File: config.mk
export PLATFORM = sky130hd
export DESIGN_NAME = panel_buttons
export DESIGN_NICKNAME = d
export VERILOG_FILES = /design/src/rtl/panel_pkg.sv /design/src/rtl/button_debounce.sv /design/src/rtl/panel_buttons.sv
export SDC_FILE = /design/constraint.sdc
export NUM_CORES = 1
export LEC_CHECK = 0
export CAP_MARGIN = 10
export CORE_UTILIZATION = 40
export DETAILED_ROUTE_END_ITERATION = 6
export MAX_ROUTING_LAYER = met4
export PLACE_DENSITY = 0.66
export SYNTH_ARGS = -nofsm -noshare
export SYNTH_HDL_FRONTEND = slang
export SYNTH_SLANG_ARGS = --single-unit
File: constraint.sdc
create_clock -name clk -period 4.12 [get_ports clk]
set_input_delay 0.618 -clock clk [delete_from_list [all_inputs] [get_ports clk]]
set_output_delay 0.618 -clock clk [all_outputs]
set_load 0.05 [all_outputs]
File: src/rtl/panel_pkg.sv
// Shared definitions for the front-panel button path: button indices,
// repeat-phase encoding and the fixed-priority grant helper.
package panel_pkg;

  localparam int NUM_BTN   = 4;
  localparam int BTN_LEFT  = 0;
  localparam int BTN_RIGHT = 1;
  localparam int BTN_UP    = 2;
  localparam int BTN_DOWN  = 3;

  typedef enum logic {
    REP_DELAY  = 1'b0,
    REP_PERIOD = 1'b1
  } rep_phase_e;

  // Lowest index wins, so left beats right beats up beats down.
  function automatic logic [NUM_BTN-1:0] lowest_set(input logic [NUM_BTN-1:0] req);
    return req & (~req + NUM_BTN'(1));
  endfunction

endpackage

File: src/rtl/button_debounce.sv
// One button: two-flop synchroniser, debounce counter, stable level and an
// optional auto-repeat counter; emits a registered one-cycle event strobe.
module button_debounce
  import panel_pkg::*;
#(
  parameter int CNT_W           = 24,
  parameter int DEBOUNCE_CYCLES = 250000,
  parameter int REPEAT_DELAY    = 12500000,
  parameter int REPEAT_PERIOD   = 2500000,
  parameter bit REPEAT_EN       = 1'b0
) (
  input  logic clk,
  input  logic reset,
  input  logic btn_raw,
  output logic stable,
  output logic event_strobe
);

  localparam logic [CNT_W-1:0] ONE          = CNT_W'(1);
  localparam logic [CNT_W-1:0] DB_LIMIT     = CNT_W'(DEBOUNCE_CYCLES);
  localparam logic [CNT_W-1:0] DELAY_LIMIT  = CNT_W'(REPEAT_DELAY);
  localparam logic [CNT_W-1:0] PERIOD_LIMIT = CNT_W'(REPEAT_PERIOD);

  logic             sync1_q, sync1_d;
  logic             sync2_q, sync2_d;
  logic [CNT_W-1:0] db_cnt_q, db_cnt_d;
  logic             stable_q, stable_d;
  logic [CNT_W-1:0] rep_cnt_q, rep_cnt_d;
  rep_phase_e       rep_phase_q, rep_phase_d;
  logic             event_q, event_d;
  logic [CNT_W-1:0] rep_target;
  logic             rep_fire;

  always_comb begin
    sync1_d = btn_raw;
    sync2_d = sync1_q;

    db_cnt_d = db_cnt_q;
    stable_d = stable_q;
    if (sync2_q == stable_q) begin
      db_cnt_d = '0;
    end else if (db_cnt_q >= DB_LIMIT - ONE) begin
      stable_d = sync2_q;
      db_cnt_d = '0;
    end else begin
      db_cnt_d = db_cnt_q + ONE;
    end

    // Repeat only counts while the level is high and not about to fall, so a
    // release edge can never coincide with a final repeat strobe.
    rep_cnt_d   = rep_cnt_q;
    rep_phase_d = rep_phase_q;
    rep_fire    = 1'b0;
    rep_target  = (rep_phase_q == REP_DELAY) ? DELAY_LIMIT : PERIOD_LIMIT;
    if (!REPEAT_EN || !(stable_q && stable_d)) begin
      rep_cnt_d   = '0;
      rep_phase_d = REP_DELAY;
    end else if (rep_cnt_q >= rep_target - ONE) begin
      rep_cnt_d   = '0;
      rep_phase_d = REP_PERIOD;
      rep_fire    = 1'b1;
    end else begin
      rep_cnt_d = rep_cnt_q + ONE;
    end

    event_d = (stable_d & ~stable_q) | rep_fire;
  end

  always_ff @(posedge clk) begin
    if (reset) begin
      sync1_q     <= 1'b0;
      sync2_q     <= 1'b0;
      db_cnt_q    <= '0;
      stable_q    <= 1'b0;
      rep_cnt_q   <= '0;
      rep_phase_q <= REP_DELAY;
      event_q     <= 1'b0;
    end else begin
      sync1_q     <= sync1_d;
      sync2_q     <= sync2_d;
      db_cnt_q    <= db_cnt_d;
      stable_q    <= stable_d;
      rep_cnt_q   <= rep_cnt_d;
      rep_phase_q <= rep_phase_d;
      event_q     <= event_d;
    end
  end

  assign stable       = stable_q;
  assign event_strobe = event_q;

endmodule

File: src/rtl/panel_buttons.sv
// Front-panel button conditioner: four debounced buttons feeding a pending
// set and a fixed-priority arbiter that issues at most one command per clock.
module panel_buttons
  import panel_pkg::*;
#(
  parameter int                 DEBOUNCE_CYCLES = 250000,
  parameter int                 REPEAT_DELAY    = 12500000,
  parameter int                 REPEAT_PERIOD   = 2500000,
  parameter logic [NUM_BTN-1:0] REPEAT_MASK     = 4'b0011,
  parameter int                 CNT_W           = 24
) (
  input  logic               clk,
  input  logic               reset,
  input  logic [NUM_BTN-1:0] btn_raw,
  output logic               left,
  output logic               right,
  output logic               up,
  output logic               down,
  output logic [NUM_BTN-1:0] held
);

  logic [NUM_BTN-1:0] stable;
  logic [NUM_BTN-1:0] event_strobe;
  logic [NUM_BTN-1:0] pending_q, pending_d;
  logic [NUM_BTN-1:0] cmd_q, cmd_d;
  logic [NUM_BTN-1:0] held_q, held_d;
  logic [NUM_BTN-1:0] grant;

  for (genvar i = 0; i < NUM_BTN; i++) begin : g_btn
    button_debounce #(
      .CNT_W           (CNT_W),
      .DEBOUNCE_CYCLES (DEBOUNCE_CYCLES),
      .REPEAT_DELAY    (REPEAT_DELAY),
      .REPEAT_PERIOD   (REPEAT_PERIOD),
      .REPEAT_EN       (REPEAT_MASK[i])
    ) u_debounce (
      .clk          (clk),
      .reset        (reset),
      .btn_raw      (btn_raw[i]),
      .stable       (stable[i]),
      .event_strobe (event_strobe[i])
    );
  end

  // A fresh event on a bit being granted this cycle re-arms it rather than being lost.
  always_comb begin
    grant     = lowest_set(pending_q);
    pending_d = (pending_q & ~grant) | event_strobe;
    cmd_d     = grant;
    held_d    = stable;
  end

  always_ff @(posedge clk) begin
    if (reset) begin
      pending_q <= '0;
      cmd_q     <= '0;
      held_q    <= '0;
    end else begin
      pending_q <= pending_d;
      cmd_q     <= cmd_d;
      held_q    <= held_d;
    end
  end

  assign left  = cmd_q[BTN_LEFT];
  assign right = cmd_q[BTN_RIGHT];
  assign up    = cmd_q[BTN_UP];
  assign down  = cmd_q[BTN_DOWN];
  assign held  = held_q;

endmodule

==> impl_metrics.yaml, run 1 <==
floorplan:
  die_x_microns: 136
  rows: 48
  start_util_pct: 41.4
  fp.dieArea_sq_mm: 0.0186
  coreArea_sq_mm: 0.0174
  die_h_microns: 136
  top_level_ports: 14
timing:
  max_freq_mhz: 361
  setup_ws_ns: 1.35
  max-slew-margin-rel_pct: 30.2
  rsz0062_at_grt: "no"
  hold_violations: 0
  setup_viol: 0
  max_slew.worst_pin.slew_ns: 1.04
  period_share_pct: 67.3
  finalClockSkew_ns: 0.00724
  period_needed_ns: 2.77
  timing.setup.tns_ns: 0
  drv_slew: 0
clocking:
  insertion_delay_ns: 0.43
  clockBufferDepth: 2
  cts_tree: "built"
  numCtsBuffers: 17
  cts.sinks: 174
  holdBufCountCts: 0
  clock-root-buffer: "clkbuf_16"
  htreeDepth: 4
  path_clk_slew_ns: 0.07
  ctsResizeCount: 0
  post_cts_buffers: 0
worst_setup_path:
  critPathSlowestCell: "o41ai_4"
  cpPeakStageDelay_ns: 0.76
  path_cells: "inv_1 > ha_1 > nor2_1 > nor4b_1 > a221oi_1 > o41ai_4 > buf_4 > a2bb2oi_1"
  start_kind: "flip-flop"
  r2r-end: "g_btn[0].u_debounce.event_strobe"
  arrival_ns: 3.12
  crit_fanout: 14
  required_ns: 4.47
  regToRegSetupSlack_ns: 1.35
  r2r_cells: 8
  crit_path_end_kind: "flip-flop"
  r2r_start: "g_btn[0].u_debounce.rep_phase_q"
  crit_type: "flip-flop to flip-flop"
grt:
  antenna_found_initial: 0
  grt_pass1_wl_microns: 21700
  grt-ovfl-total: 0
  grt_pass1_vias: 4834
  grtUsageTotal_pct: 15.0
  grt_max_degree: 26
worst_hold_path:
  min-delay-start: "g_btn[2].u_debounce.event_strobe"
  min_to: "pending_q[2]"
  holdPathStages: 2
  hp-class: "flip-flop to flip-flop"
placement:
  place_ws_ns: 1.34
  port_buffers: 13
  gp_congestion: 0.758
  post_dp_cell_area_sq_mm: 0.00765
  dp_hpwl_microns: 8250
finish:
  utilization_pct: 47.6
  area_growth_pct: 15.0
  fin_nets: 846
  fillers: 1683
  seqCellArea_sq_mm: 0.00348
  final_common_cell: "dfxtp_1"
  multiInputGateArea_sq_mm: 0.00362
  finalInstanceArea_sq_mm: 0.00829
  n_antenna_cell: 0
  layout_common_cells: "dfxtp_1 (174), nor2_1 (102), nor3_1 (68)"
  drive_gt1_share_pct: 6.86
synthesis:
  netlist_instances: 778
  yosysSeqAreaShare_pct: 48.3
  synthFlopType: "dfxtp_1"
  synth_warnings: 0
  async_reset_ff_share_pct: 0
  synth_edf_count: 0
  synth_cell_types: 56
  syn_area_sq_mm: 0.00721
  synth-seq-cells: 174
  syn_area_per_cell_sq_um: 9.26
drt:
  drt_iter0_drc: 189
  drtAntennaViolNets: 0
  wire_per_inst_microns: 11.5
  wl_microns: 12200
  drc: 0
  vias: 5159
  drt_pass1_iterations: 4
  post_drt_via_cell_ratio: 4.89
run_status:
  outcome: "complete, no violations"
flow_run:
  timing.max_cap.violations: 0
power:
  total_power_mw: 3.45
  ir_drop_v: 0.000293
  power_density_mw_per_mm2: 417
  p_leak_nw: 2.88
-- Yosys cell counts, drive strengths merged (4+ instances only) --
cell type  instances  area (sq um)
a21oi             10          50.1
ha                22           275
a31oi              4          25.0
nand2             45           169
inv               27           101
xor2              48           420
dfxtp            174          3480
clkbuf            16          60.1
nor3              68           340
o21ai              9          45.0
nand3             44           220
nand2b             6          37.5
nand4             28           175
and3              22           138
nor4              15          93.8
nor2b             15          93.8
xnor2             60           526
buf                4          40.0
nor2             112           485
-- worst max-delay path, delay by kind of cell (launching register included) --
| kind | cells | cell delay, ns |
|---|---|---|
| adder cells (fa/ha/maj) | 1 | 0.30 |
| AND/OR/NAND/NOR | 2 | 0.31 |
| AO/OA/AOI/OAI | 3 | 1.15 |
| buffers and inverters | 2 | 0.45 |
| flip-flops | 1 | 0.50 |
-- registers in the layout, indices dropped and copies added, names as in the netlist --
signal and cells:
g_btn.u_debounce.db_cnt_q 96, g_btn.u_debounce.rep_phase_q 2, g_btn.u_debounce.stable 4, g_btn.u_debounce.sync2_q 4
pending_q 4, g_btn.u_debounce.rep_cnt_q 48, g_btn.u_debounce.sync1_q 4, g_btn.u_debounce.event_strobe 4
held 4, cmd_q 4
-- stage by stage --
step                cells  hold slack [ns]
finish               1056            0.430
global route         1056            0.464
CTS                  1056            0.434
detailed placement   1024            0.423
global placement     1024            0.412
floorplan             801            0.411
-- how the worst max path moves through the flow --
stage                               startpoint                                 to  slack, ns  depth (start not counted)
2_1_floorplan  g_btn[0].u_debounce.rep_phase_q  g_btn[0].u_debounce.rep_cnt_q[10]       1.82                          8
3_3_place_gp   g_btn[0].u_debounce.rep_phase_q  g_btn[0].u_debounce.rep_cnt_q[18]       1.49                          8
3_5_place_dp   g_btn[0].u_debounce.rep_phase_q   g_btn[0].u_debounce.event_strobe       1.34                          8
4_1_cts        g_btn[0].u_debounce.rep_phase_q   g_btn[0].u_debounce.event_strobe       1.34                          8
5_1_grt        g_btn[0].u_debounce.rep_phase_q   g_btn[0].u_debounce.event_strobe       1.10                          8
6_report       g_btn[0].u_debounce.rep_phase_q   g_btn[0].u_debounce.event_strobe       1.35                          8
-- final cells by class --
class                   count  share of cell area, %
multi-input cells         580                   43.7
flip-flops and latches    174                   42.0
clock buffers              17                   5.13
well taps                 225                   3.40
clock inverters            15                   2.51
repair buffers             18                   2.02
inverters                  27                   1.22
-- routing by layer --
| layer | vias up | track usage, % | wire length [microns] |
|---|---|---|---|
| li1 | 2750 | - | - |
| met1 | 2363 | 18.8 | 6180 |
| met2 | 34 | 22.7 | 5500 |
| met3 | 12 | 3.43 | 310 |
| met4 | 0 | 7.10 | 167 |
| met5 | - | - | 0 |
-- power by group --
group	total [mW]	internal [mW]	switching, mW
Sequential	1.71	1.70	0.00693
Combinational	0.0329	0.0151	0.0178
Clock	1.71	1.03	0.687
-- cells by family (layout without fill, tap and decap cells) --
group / count (synthesis) / count (layout) / share of synthesized area, %
buf+inv: 47 / 77 / 2.80
fa+ha+maj: 22 / 22 / 3.82
compound gates: 47 / 47 / 4.69
flops: 174 / 174 / 48.3
other cells: 1 / 24 / 0.0520
simple gates: 376 / 376 / 26.7
mux: 3 / 3 / 0.451
xor+xnor: 108 / 108 / 13.1
Power figures use the tool's default switching activity.
==> run 2: changes to the inputs <==
- clock period: 4.12 -> 2.85 ns (I/O delays scaled with it)
==> impl_metrics.yaml, run 2 (synthesis results as in run 1) <==
run_status:
  outcome: "complete, no violations"
clocking:
  ctsResizeCount: 0
  cts_tree: "built"
  clock-root-buffer: "clkbuf_16"
  numCtsBuffers: 17
  path_clk_slew_ns: 0.06
  holdBufCountCts: 0
  cts.sinks: 174
  clockBufferDepth: 2
  post_cts_buffers: 0
  htreeDepth: 4
  insertion_delay_ns: 0.42
finish:
  reg_top3: "g_btn.u_debounce.db_cnt_q (96), g_btn.u_debounce.rep_cnt_q (48)"
  n_antenna_cell: 0
  area_growth_pct: 14.1
  final_common_cell: "dfxtp_1"
  multiInputGateArea_sq_mm: 0.00362
  final-instance-count-excl-fill: 1059
  layout_common_cells: "dfxtp_1 (174), nor2_1 (102), nor3_1 (68)"
  seqCellArea_sq_mm: 0.00348
  fin_nets: 849
  top_register: "g_btn.u_debounce.db_cnt_q"
  drive_gt1_share_pct: 6.95
  largest_register_ff_count: 96
  fillers: 1669
timing:
  hold_ws_ns: 0.432
  max_slew.worst_pin.slew_ns: 0.800
  finalClockSkew_ns: 0.00655
  setup_viol: 0
  hold_violations: 0
  period_needed_ns: 2.42
  setup_ws_ns: 0.435
  period_share_pct: 84.7
  rsz0062_at_grt: "no"
  timing.setup.tns_ns: 0
  max-slew-margin-rel_pct: 46.6
  max_freq_mhz: 414
  drv_slew: 0
worst_setup_path:
  required_ns: 3.15
  critPathSlowestCell: "o21ai_1"
  r2r-end: "g_btn[1].u_debounce.rep_cnt_q[17]"
  crit_path_end_kind: "flip-flop"
  crit_fanout: 17
  start_kind: "flip-flop"
  path_cells: "inv_1 > ha_1 > nand4b_1 > a211oi_1 > nor4_1 > o21ai_1 > buf_4 > nor3_1"
  crit_type: "flip-flop to flip-flop"
  arrival_ns: 2.71
  regToRegSetupSlack_ns: 0.43
  r2r_start: "g_btn[1].u_debounce.rep_phase_q"
  cpPeakStageDelay_ns: 0.55
  r2r_cells: 8
worst_hold_path:
  holdPathStages: 2
  min-delay-start: "g_btn[2].u_debounce.event_strobe"
  min_to: "pending_q[2]"
  hp-class: "flip-flop to flip-flop"
drt:
  wire_per_inst_microns: 11.5
  drc: 0
  wl_microns: 12200
  drtAntennaViolNets: 0
  vias: 5128
  drt_pass1_iterations: 5
  post_drt_via_cell_ratio: 4.84
  drt_iter0_drc: 239
placement:
  port_buffers: 13
  gp_congestion: 0.799
  post-place-cells: 1027
  dp_hpwl_microns: 8180
  place_ws_ns: 0.412
grt:
  use_met1_pct: 18.7
  grtUsageMet3_pct: 4.25
  grt-ovfl-total: 0
  grtUsageTotal_pct: 15.0
  grt_max_degree: 26
  grt_pass1_vias: 4843
  antenna_found_initial: 0
  grt_pass1_wl_microns: 21600
  busiest_layer: "met2"
  grt_use_met2_pct: 23.0
floorplan:
  fp.dieArea_sq_mm: 0.0186
  rows: 48
  die_x_microns: 136
  die_h_microns: 136
  top_level_ports: 14
  coreArea_sq_mm: 0.0174
  start_util_pct: 41.4
power:
  power_density_mw_per_mm2: 563
  p_leak_nw: 2.85
  ir_drop_v: 0.000415
  total_power_mw: 4.63
flow_run:
  timing.max_cap.violations: 0
run 2: per-stage QoR:
stage	utilization (%)	cell area [sq um]
floorplan	-	7290
global placement	44.1	7680
detailed placement	44.1	7680
CTS	47.2	8230
global route	47.2	8230
finish	47.2	8230
run 2: cell type report:
cell class                 count  share of cell area (%)
multi-input combinational    580                    44.0
clock buffer                  23                    5.93
timing repair buffer          21                    2.31
clock inverter                 9                   0.745
sequential                   174                    42.3
tap                          225                    3.42
inverter                      27                    1.23
run 2: report_power, final:
group	switching, mW	internal [mW]
Sequential	0.0105	2.46
Combinational	0.0271	0.0227
Clock	0.908	1.20
run 2: worst max-delay path by stage:
stage	from	to	cells past startpoint
6_report	g_btn[1].u_debounce.rep_phase_q	g_btn[1].u_debounce.rep_cnt_q[17]	8
2_1_floorplan	g_btn[0].u_debounce.rep_phase_q	g_btn[0].u_debounce.rep_cnt_q[10]	8
3_5_place_dp	g_btn[0].u_debounce.db_cnt_q[11]	g_btn[0].u_debounce.rep_phase_q	5
4_1_cts	g_btn[0].u_debounce.db_cnt_q[11]	g_btn[0].u_debounce.rep_phase_q	5
3_3_place_gp	g_btn[0].u_debounce.db_cnt_q[11]	g_btn[0].u_debounce.rep_phase_q	5
5_1_grt	g_btn[1].u_debounce.rep_phase_q	g_btn[1].u_debounce.rep_cnt_q[15]	8
run 2: per-layer routing:
layer,vias up,routed length (microns),part of all wire (%)
met2,51,5370,44
li1,2747,-,-
met5,-,0,0
met4,0,152,1.2
met3,10,379,3.1
met1,2320,6280,52
run 2: worst max-delay path: cells and delay by family (launching register included):
family                     cells  cell delay, ns
AOI/OAI and AO/OA              2            0.81
DFF                            1            0.48
buffers and inverters          2            0.46
adders and majority gates      1            0.30
and+or+nand+nor                3            0.25
